==> src/rtl/fetch_unit_pkg.sv <==
// Shared widths and state encoding for the instruction fetch stage.
package fetch_unit_pkg;

   localparam int ADDR_WIDTH  = 16;
   localparam int INSTR_WIDTH = 21;

   typedef enum logic [1:0] {
      FS_IDLE    = 2'd0,
      FS_REQ     = 2'd1,
      FS_HOLD    = 2'd2,
      FS_DISCARD = 2'd3
   } fetch_state_t;

endpackage

==> src/rtl/fetch_unit_if.sv <==
// Fetch-stage bus bundle: PC link, redirect, instruction-memory req/ack and IR valid/ready.
interface fetch_unit_if #(
   parameter int ADDR_WIDTH  = fetch_unit_pkg::ADDR_WIDTH,
   parameter int INSTR_WIDTH = fetch_unit_pkg::INSTR_WIDTH
);

   logic                   Fetch_En;
   logic [ADDR_WIDTH-1:0]  PC_Out;
   logic                   PC_Inc;
   logic                   Redirect;
   logic [ADDR_WIDTH-1:0]  Redirect_Addr;
   logic                   Mem_Req;
   logic [ADDR_WIDTH-1:0]  Mem_Addr;
   logic                   Mem_Ack;
   logic [INSTR_WIDTH-1:0] Mem_Data;
   logic [INSTR_WIDTH-1:0] IR_Out;
   logic [ADDR_WIDTH-1:0]  IR_PC;
   logic                   IR_Valid;
   logic                   IR_Ready;

   modport master (
      input  Fetch_En, PC_Out, Redirect, Redirect_Addr, Mem_Ack, Mem_Data, IR_Ready,
      output PC_Inc, Mem_Req, Mem_Addr, IR_Out, IR_PC, IR_Valid
   );

   modport slave (
      output Fetch_En, PC_Out, Redirect, Redirect_Addr, Mem_Ack, Mem_Data, IR_Ready,
      input  PC_Inc, Mem_Req, Mem_Addr, IR_Out, IR_PC, IR_Valid
   );

endinterface

==> src/rtl/fetch_unit.sv <==
// Instruction fetch stage: one req/ack memory read per instruction, captured into IR
// and offered to decode over valid/ready; branch redirects flush in-flight fetches.
module fetch_unit
   import fetch_unit_pkg::*;
#(
   parameter int ADDR_WIDTH  = fetch_unit_pkg::ADDR_WIDTH,
   parameter int INSTR_WIDTH = fetch_unit_pkg::INSTR_WIDTH
) (
   input  logic         Clk,
   input  logic         Rst_n,
   fetch_unit_if.master bus
);

   fetch_state_t           r_state;
   logic                   r_mem_req;
   logic [ADDR_WIDTH-1:0]  r_fetch_addr;
   logic [ADDR_WIDTH-1:0]  r_req_addr;
   logic [INSTR_WIDTH-1:0] r_ir_out;
   logic [ADDR_WIDTH-1:0]  r_ir_pc;
   logic                   r_ir_valid;

   logic                   w_capture;
   logic [ADDR_WIDTH-1:0]  w_fetch_inc;
   logic [ADDR_WIDTH-1:0]  w_resume_addr;

   // NOTE: PC_Inc is combinational so the PC advances on the same edge that captures the word.
   assign w_capture     = (r_state == FS_REQ) && bus.Mem_Ack && !bus.Redirect;
   assign w_fetch_inc   = r_fetch_addr + ADDR_WIDTH'(1);
   assign w_resume_addr = bus.Redirect ? bus.Redirect_Addr : r_fetch_addr;

   assign bus.PC_Inc   = w_capture;
   assign bus.Mem_Req  = r_mem_req;
   assign bus.Mem_Addr = r_req_addr;
   assign bus.IR_Out   = r_ir_out;
   assign bus.IR_PC    = r_ir_pc;
   assign bus.IR_Valid = r_ir_valid;

   // NOTE: all state here is sequential, so every assignment below is non-blocking.
   always_ff @(posedge Clk or negedge Rst_n) begin
      if (!Rst_n) begin
         r_state      <= FS_IDLE;
         r_mem_req    <= 1'b0;
         r_fetch_addr <= '0;
         r_req_addr   <= '0;
         r_ir_out     <= '0;
         r_ir_pc      <= '0;
         r_ir_valid   <= 1'b0;
      end else begin
         case (r_state)
            FS_IDLE: begin
               if (bus.Redirect) begin
                  r_fetch_addr <= bus.Redirect_Addr;
                  if (bus.Fetch_En) begin
                     r_req_addr <= bus.Redirect_Addr;
                     r_mem_req  <= 1'b1;
                     r_state    <= FS_REQ;
                  end
               end else if (bus.Fetch_En) begin
                  r_fetch_addr <= bus.PC_Out;
                  r_req_addr   <= bus.PC_Out;
                  r_mem_req    <= 1'b1;
                  r_state      <= FS_REQ;
               end
            end

            FS_REQ: begin
               if (bus.Redirect) begin
                  r_fetch_addr <= bus.Redirect_Addr;
                  // A coincident ack closes the transaction, so reissue straight away.
                  if (bus.Mem_Ack) r_req_addr <= bus.Redirect_Addr;
                  else             r_state    <= FS_DISCARD;
               end else if (bus.Mem_Ack) begin
                  r_ir_out     <= bus.Mem_Data;
                  r_ir_pc      <= r_req_addr;
                  r_ir_valid   <= 1'b1;
                  r_fetch_addr <= w_fetch_inc;
                  r_mem_req    <= 1'b0;
                  r_state      <= FS_HOLD;
               end
            end

            FS_HOLD: begin
               if (bus.Redirect) begin
                  r_fetch_addr <= bus.Redirect_Addr;
                  r_req_addr   <= bus.Redirect_Addr;
                  r_ir_valid   <= 1'b0;
                  r_mem_req    <= 1'b1;
                  r_state      <= FS_REQ;
               end else if (bus.IR_Ready) begin
                  r_ir_valid <= 1'b0;
                  if (bus.Fetch_En) begin
                     r_req_addr <= r_fetch_addr;
                     r_mem_req  <= 1'b1;
                     r_state    <= FS_REQ;
                  end else begin
                     r_state <= FS_IDLE;
                  end
               end
            end

            FS_DISCARD: begin
               if (bus.Redirect) r_fetch_addr <= bus.Redirect_Addr;
               // The stale word is dropped; the old address stays on the bus until its ack.
               if (bus.Mem_Ack) begin
                  r_req_addr <= w_resume_addr;
                  if (bus.Fetch_En) begin
                     r_state <= FS_REQ;
                  end else begin
                     r_mem_req <= 1'b0;
                     r_state   <= FS_IDLE;
                  end
               end
            end

            default: begin
               r_mem_req <= 1'b0;
               r_state   <= FS_IDLE;
            end
         endcase
      end
   end

endmodule
==> src/flat_wrapper.sv <==
// flat-port wrapper written by rule: the top's interface ports become plain ports
module fetch_unit_flat import fetch_unit_pkg::*;
#(
   parameter int ADDR_WIDTH  = fetch_unit_pkg::ADDR_WIDTH,
   parameter int INSTR_WIDTH = fetch_unit_pkg::INSTR_WIDTH
)
  (Clk, Rst_n, bus_Fetch_En, bus_PC_Out, bus_Redirect, bus_Redirect_Addr, bus_Mem_Ack, bus_Mem_Data, bus_IR_Ready, bus_PC_Inc, bus_Mem_Req, bus_Mem_Addr, bus_IR_Out, bus_IR_PC, bus_IR_Valid);
  fetch_unit_if #(.ADDR_WIDTH(ADDR_WIDTH), .INSTR_WIDTH(INSTR_WIDTH)) bus_i ();
  input  logic Clk;
  input  logic Rst_n;
  input wire logic [$bits(bus_i.Fetch_En)-1:0] bus_Fetch_En;
  input wire logic [$bits(bus_i.PC_Out)-1:0] bus_PC_Out;
  input wire logic [$bits(bus_i.Redirect)-1:0] bus_Redirect;
  input wire logic [$bits(bus_i.Redirect_Addr)-1:0] bus_Redirect_Addr;
  input wire logic [$bits(bus_i.Mem_Ack)-1:0] bus_Mem_Ack;
  input wire logic [$bits(bus_i.Mem_Data)-1:0] bus_Mem_Data;
  input wire logic [$bits(bus_i.IR_Ready)-1:0] bus_IR_Ready;
  output wire logic [$bits(bus_i.PC_Inc)-1:0] bus_PC_Inc;
  output wire logic [$bits(bus_i.Mem_Req)-1:0] bus_Mem_Req;
  output wire logic [$bits(bus_i.Mem_Addr)-1:0] bus_Mem_Addr;
  output wire logic [$bits(bus_i.IR_Out)-1:0] bus_IR_Out;
  output wire logic [$bits(bus_i.IR_PC)-1:0] bus_IR_PC;
  output wire logic [$bits(bus_i.IR_Valid)-1:0] bus_IR_Valid;
  assign bus_i.Fetch_En = bus_Fetch_En;
  assign bus_i.PC_Out = bus_PC_Out;
  assign bus_i.Redirect = bus_Redirect;
  assign bus_i.Redirect_Addr = bus_Redirect_Addr;
  assign bus_i.Mem_Ack = bus_Mem_Ack;
  assign bus_i.Mem_Data = bus_Mem_Data;
  assign bus_i.IR_Ready = bus_IR_Ready;
  assign bus_PC_Inc = bus_i.PC_Inc;
  assign bus_Mem_Req = bus_i.Mem_Req;
  assign bus_Mem_Addr = bus_i.Mem_Addr;
  assign bus_IR_Out = bus_i.IR_Out;
  assign bus_IR_PC = bus_i.IR_PC;
  assign bus_IR_Valid = bus_i.IR_Valid;
  fetch_unit #(.ADDR_WIDTH(ADDR_WIDTH), .INSTR_WIDTH(INSTR_WIDTH)) u_core (.Clk(Clk), .Rst_n(Rst_n), .bus(bus_i));
endmodule
==> config.mk <==
export PLATFORM = sky130hd
export DESIGN_NAME = fetch_unit_flat
export DESIGN_NICKNAME = d
export VERILOG_FILES = /design/src/rtl/fetch_unit_pkg.sv /design/src/rtl/fetch_unit_if.sv /design/src/rtl/fetch_unit.sv /design/src/flat_wrapper.sv
export SDC_FILE = /design/constraint.sdc
export NUM_CORES = 1
export LEC_CHECK = 0
export ABC_AREA = 1
export BUFFER_PORTS_ARGS = -buffer_cell sky130_fd_sc_hd__buf_2
export CORE_MARGIN = 8
export CORE_UTILIZATION = 56
export CTS_CLUSTER_DIAMETER = 100
export DETAILED_ROUTE_END_ITERATION = 8
export PLACE_DENSITY = 0.85
export SLEW_MARGIN = 40
export SYNTH_ARGS = -nofsm -noshare
export SYNTH_HDL_FRONTEND = slang
export SYNTH_SLANG_ARGS = --single-unit
==> constraint.sdc <==
create_clock -name Clk -period 2.69 [get_ports Clk]
set_input_delay 0.269 -clock Clk [delete_from_list [all_inputs] [get_ports Clk]]
set_output_delay 0.269 -clock Clk [all_outputs]
set_load 0.005 [all_outputs]
## Word-level counts from Yosys, hierarchy flattened

Cells that the tools add are included.

- Register bits after elaboration: 73
- Input port bits: 59
- Output and inout bits: 56

- Add/sub/neg operators: 1
- Equal/unequal tests: 14
- Mux-type cells: 37
- Bitwise gates (word level): 1
- Reduce and logical (&&, ||, !) cells: 12

Operators with widths:

| kind | count |
|---|---|
| 2-to-1 mux 16 bit | 13 |
| case mux 16 bit (4 select lines) | 1 |
| case mux 16 bit (3 select lines) | 1 |
| adder 16 x 1 -> 16 bit, second input constant | 1 |
| inequality test 3 bit, second input constant | 5 |
| 2-to-1 mux 2 bit | 7 |
| 2-to-1 mux 1 bit | 12 |
| inequality test 2 bit, second input constant | 6 |
| AND reduction 5 bit | 2 |
| case mux 2 bit (4 select lines) | 1 |
| AND reduction 6 bit | 1 |
| == test 2 bit, second input constant | 2 |
| case mux 1 bit (4 select lines) | 1 |
| AND reduction 4 bit | 1 |
| AND reduction 3 bit | 1 |
| == test 2 x 1 -> 1 bit, second input constant | 1 |
| logical AND 1 bit | 2 |
| logical NOT 2 bit | 1 |
| case mux 1 bit (2 select lines) | 1 |
| AND reduction 2 bit | 1 |
| nonzero test 2 bit | 1 |
| OR reduction 2 bit | 1 |
| logical NOT 1 bit | 1 |
| inverter 1 bit | 1 |

## Longest topological paths before layout

- Depth in word-level cells: 4
- Depth in mapped cells: 10
- Mapped depth without buffers: 10

## Least setup slack after synthesis

Ideal clock, no wire load.

- Path type: register -> register
- Start point: reg u_core.r_state[1]
- End point: reg u_core.r_fetch_addr[13]
- Arrival time: 1.322 ns
- Path slack: 1.244 ns
- Stages on the path, launching flop included: 11
- Path buffers: 2
- Period minus slack after synthesis: 1.446 ns
- Path through: dfrtp_1 -> buf_6 -> nor2_4 -> nand2_1 -> nand2_1 -> inv_2 -> nor2_8 -> inv_4 -> buf_6 -> nor2_1 -> a21oi_1

- Word-level cells in the longest chain between the ends: 3
- Elaborated cells on any way between the ends: 9
- Classes of those cells: eq/ne (5); mux (1); reduce/logical (3)

Ends and longest elaborated chain:

| element | line | source |
|---|---|---|
| start: declaration | fetch_unit.sv:14 | `fetch_state_t r_state;` |
| start signal: assignment | fetch_unit.sv:41 | `r_state <= FS_IDLE;` |
| start signal: assignment | fetch_unit.sv:56 | `r_state <= FS_REQ;` |
| start signal: assignment | fetch_unit.sv:62 | `r_state <= FS_REQ;` |
| == test 2 bit, or another cell as far along | fetch_unit.sv:49 | `case (r_state)` |
| OR reduction 2 bit (no line) or inequality test 3 bit (tied branches) | n/a |  |
| case mux 16 bit (3 select lines) or AND reduction 2 bit (tied branches) | n/a |  |
| end signal: assignment | fetch_unit.sv:52 | `r_fetch_addr <= bus.Redirect_Addr;` |
| end signal: assignment | fetch_unit.sv:59 | `r_fetch_addr <= bus.PC_Out;` |
| end signal: assignment | fetch_unit.sv:68 | `r_fetch_addr <= bus.Redirect_Addr;` |
| end: declaration | fetch_unit.sv:16 | `logic [ADDR_WIDTH-1:0] r_fetch_addr;` |

Several ways; a longest one is shown, not always the timed one.
A chain may end at the register's enable or synchronous reset.

## Final worst setup path

- Start point: reg u_core.r_state[1]
- End point: out bus_PC_Inc

- Word-level cells in the longest chain between the ends: 3

Ends and longest elaborated chain:

| element | line | source |
|---|---|---|
| == test 2 x 1 -> 1 bit | fetch_unit.sv:27 | `assign w_capture = (r_state == FS_REQ) && bus.Mem_Ack && !bus.Redirect;` |
| logical AND 1 bit (2 in a row) | fetch_unit.sv:27 |  |
| end: declaration | flat_wrapper.sv:18 | `output wire logic [$bits(bus_i.PC_Inc)-1:0] bus_PC_Inc;` |

No other way between the ends.

==> summary.txt <==
Timing
  • Slew Limit Fails: 0
  • Setup violators final: 0
  • FMAX: 458 MHz
  • Slew headroom: 56.6%
  • Fin crit share: 81.1%
  • Setup tns final: 0 ns
  • Endpoints failing hold: 0
  • Slew @ Worst Pin: 0.650 ns
  • Clock skew: 0.00602 ns
  • Fin Hold WS: around 0.12 ns
  • Crit path time final: 2.18 ns
  • RSZ-0062 raised after global routing: false

Worst setup path
  • Worst Path Arrival: 1.91 ns
  • Crit start category: flop
  • Kind of critical path: flop to output port
  • Reg-to-reg setup timing slack: 0.57 ns
  • Crit. End Element: output port
  • WP data required: 2.42 ns
  • Crit Path Max Fanout: 27

Die
  • Row count: 30
  • Initial Util: 58.1%
  • # IOs: 115
  • Overall die width: 100 um
  • Die Ht: 100 um
  • Core footprint: approximately 6800 um^2
  • Die ar.: 10000 um^2

Final layout
  • Most frequent cells in the layout: nand2_1, buf_2, dfrtp_1, nor2_1, o21ai_0
  • Fillers: 605
  • Total Nets Final: 714
  • Register area: 1830 um^2
  • Fin util: a little over two thirds
  • Most common cell after layout, fill and taps aside: nand2_1
  • Multi-input gate area: ~1900 um^2
  • Ratio of cells with drive above 1 in the final layout: 22.9%
  • Layout area overhead: 20.2%
  • ANT cells: 0

Clocking
  • CTS H-tree lvls: 3
  • Root buf cell: clkbuf_8
  • Post-CTS Resized: 0
  • Clk pin slew, worst setup/hold paths: roughly 0.080 ns
  • Clock buffer depth: 2
  • Clk_lat worst skew: 0.34 ns
  • Clk sinks: 73
  • Number of buffers created by CTS: 9
  • CTS tree: done

GRT
  • Total track usage: between 20 and 25%
  • GR met2 Demand/Resource: between 30% and 40%
  • Antenna violations before repair: 0
  • Number of global-route vias before repair: 3974
  • Met1 Track Usage GR: between 20 and 30%
  • GRT overflow: 0
  • Global-route wire length before repair: between 15 and 20 mm
  • Largest net degree at the start of global routing: 74
  • GR peak layer: met2
  • Grt met3 use: 4.91%

Synthesis
  • Post-synth ARST share: 100%
  • Synth Register Bits: 73
  • Syn Nets: 605
  • Synth area leaders: dfrtp_1, nand2_1, o21ai_0, nor2_1, a21oi_1
  • Syn Inst Count: 545
  • Post-synth EDFFs: 0
  • Post-Syn Area: 3970 um^2
  • Synth Warn #: 0
  • Post-synthesis cell type count: 31
  • Dominant cell type by area after synthesis: dfrtp_1
  • Dominant synthesized flop cell: dfrtp_1
  • Sequential share of the synthesized area: 46.0%
  • Yosys top cell area share: between 40% and 50%
  • Syn avg cell area: 7.28 um^2

Power
  • Pwr per Cell Area: 1110 nW/um^2
  • Max VDD drop: ~0.60 mV
  • Clock Power Share: 14.9%
  • Cell internal pwr: 2.95 mW
  • NetSw: 2.33 mW
  • Logic gate share of total power: 45.5%
  • Leakage: ~2.6 nW
  • Sw frac: between 40% and 50%
  • Sequential Power Share: between 30% and 40%

Placed design
  • Port bufs: 114
  • HPWL after DPL: 8.17 mm
  • Routability congestion estimate: 1.01

Drt
  • Post-route ant nets: 0
  • Drt first pass iters: 5
  • Drt total wl: ~11 mm
  • Drt initial violations: 295
  • Vias after detailed routing: 4095
  • WL per Instance: 14.8 um
  • Vias per inst: 5.43
  • DR DRC count: 0

Worst hold path
  • Type of the most critical hold path: input port to flop

Status
  • Status: finished clean

Flow run
  • Max-cap violations: 0
[critical path: stages (launching register included)]
cell     delay [ns]
dfrtp_1        0.56
nor2_8         0.18
inv_2          0.13
nor2_4         0.13
inv_2          0.08
nor2_8         0.30
buf_2          0.19
[layout make-up]
class / instances / area share [%]
clock inverter: 4 / 0.577
sequential: 73 / 38.3
multi-input combinational: 409 / 38.8
timing repair buffer: 122 / 13.5
clock buffer: 11 / 3.17
tap: 96 / 2.52
inverter: 39 / 3.12
[cells in the mapped netlist, types with 4 or more instances]
library cell and n:
nand2_1 205, dfrtp_1 73, nor2_1 55, o21ai_0 55, a21oi_1 34, inv_1 31
nand3_1 18, buf_2 11, inv_2 7, o21ai_1 7, clkbuf_1 6, nand4_1 6
buf_6 4, nor3_1 4
[sequential cells by signal, indices dropped and copies added, names as in the netlist]
signal               count
u_core.bus.Mem_Addr     16
u_core.r_state           2
u_core.bus.Mem_Req       1
u_core.bus.IR_Out       21
u_core.bus.IR_PC        16
u_core.bus.IR_Valid      1
u_core.r_fetch_addr     16
[power groups by stage]
stage / registers [mW] / clock network [mW] / logic [mW]
floorplan: 2.05 / 0 / 1.54
global placement: 2.08 / 0 / 2.29
detailed placement: 2.09 / 0 / 2.39
CTS: 2.08 / 0.811 / 2.40
global route: 2.16 / 0.848 / 2.71
finish: 2.09 / 0.788 / 2.40
[metrics by stage]
| step | setup WS, ns | instance area (um^2) | cells | power (mW) |
|---|---|---|---|---|
| 2_1_floorplan | 1.24 | 3970 | 545 | 3.59 |
| 3_3_place_gp | 0.709 | 4580 | 738 | 4.36 |
| 3_5_place_dp | 0.620 | 4580 | 738 | 4.48 |
| 4_1_cts | 0.502 | 4770 | 754 | 5.29 |
| 5_1_grt | 0.398 | 4770 | 754 | 5.71 |
| 6_report | 0.507 | 4770 | 754 | 5.28 |
[cell families after synthesis]
family          count (synthesis)  synth area share (%)
compound gates                112                  15.1
simple gates                  295                  31.0
fa+ha+maj                       1                 0.315
xor+xnor                        1                 0.221
flops                          73                  46.0
buf+inv                        63                  7.31
[layer usage]
| layer | part of all wire, % | wire [um] |
|---|---|---|
| met5 | 0 | 0 |
| met4 | 2.4 | 267 |
| met3 | 8.8 | 980 |
| met2 | 48 | 5290 |
| met1 | 41 | 4590 |
[path summary, 6_finish.rpt]
| check | from | to | cells after the start |
|---|---|---|---|
| setup / recovery | u_core.r_state[1]$_DFFE_PN0P_ | bus_PC_Inc | 6 |
| hold / removal | bus_Mem_Data[17] | u_core.bus.IR_Out[17]$_DFFE_PN0P_ | 3 |
| setup reg to reg | u_core.r_state[1]$_DFFE_PN0P_ | u_core.bus.IR_PC[10]$_DFFE_PN0P_ | 8 |
| hold reg to reg | u_core.bus.IR_Out[14]$_DFFE_PN0P_ | u_core.bus.IR_Out[14]$_DFFE_PN0P_ | 2 |
| max in group asynchronous | Rst_n | u_core.r_fetch_addr[15]$_DFFE_PN0P_ | 3 |
| min in group asynchronous | Rst_n | u_core.bus.IR_Out[16]$_DFFE_PN0P_ | 3 |
[what timing repair did]
action	in CTS	in global routing
setup buffers	0	0
endpoints found under the hold margin	73	0
hold buffers	1	0
(Power assumes the default switching activity.)
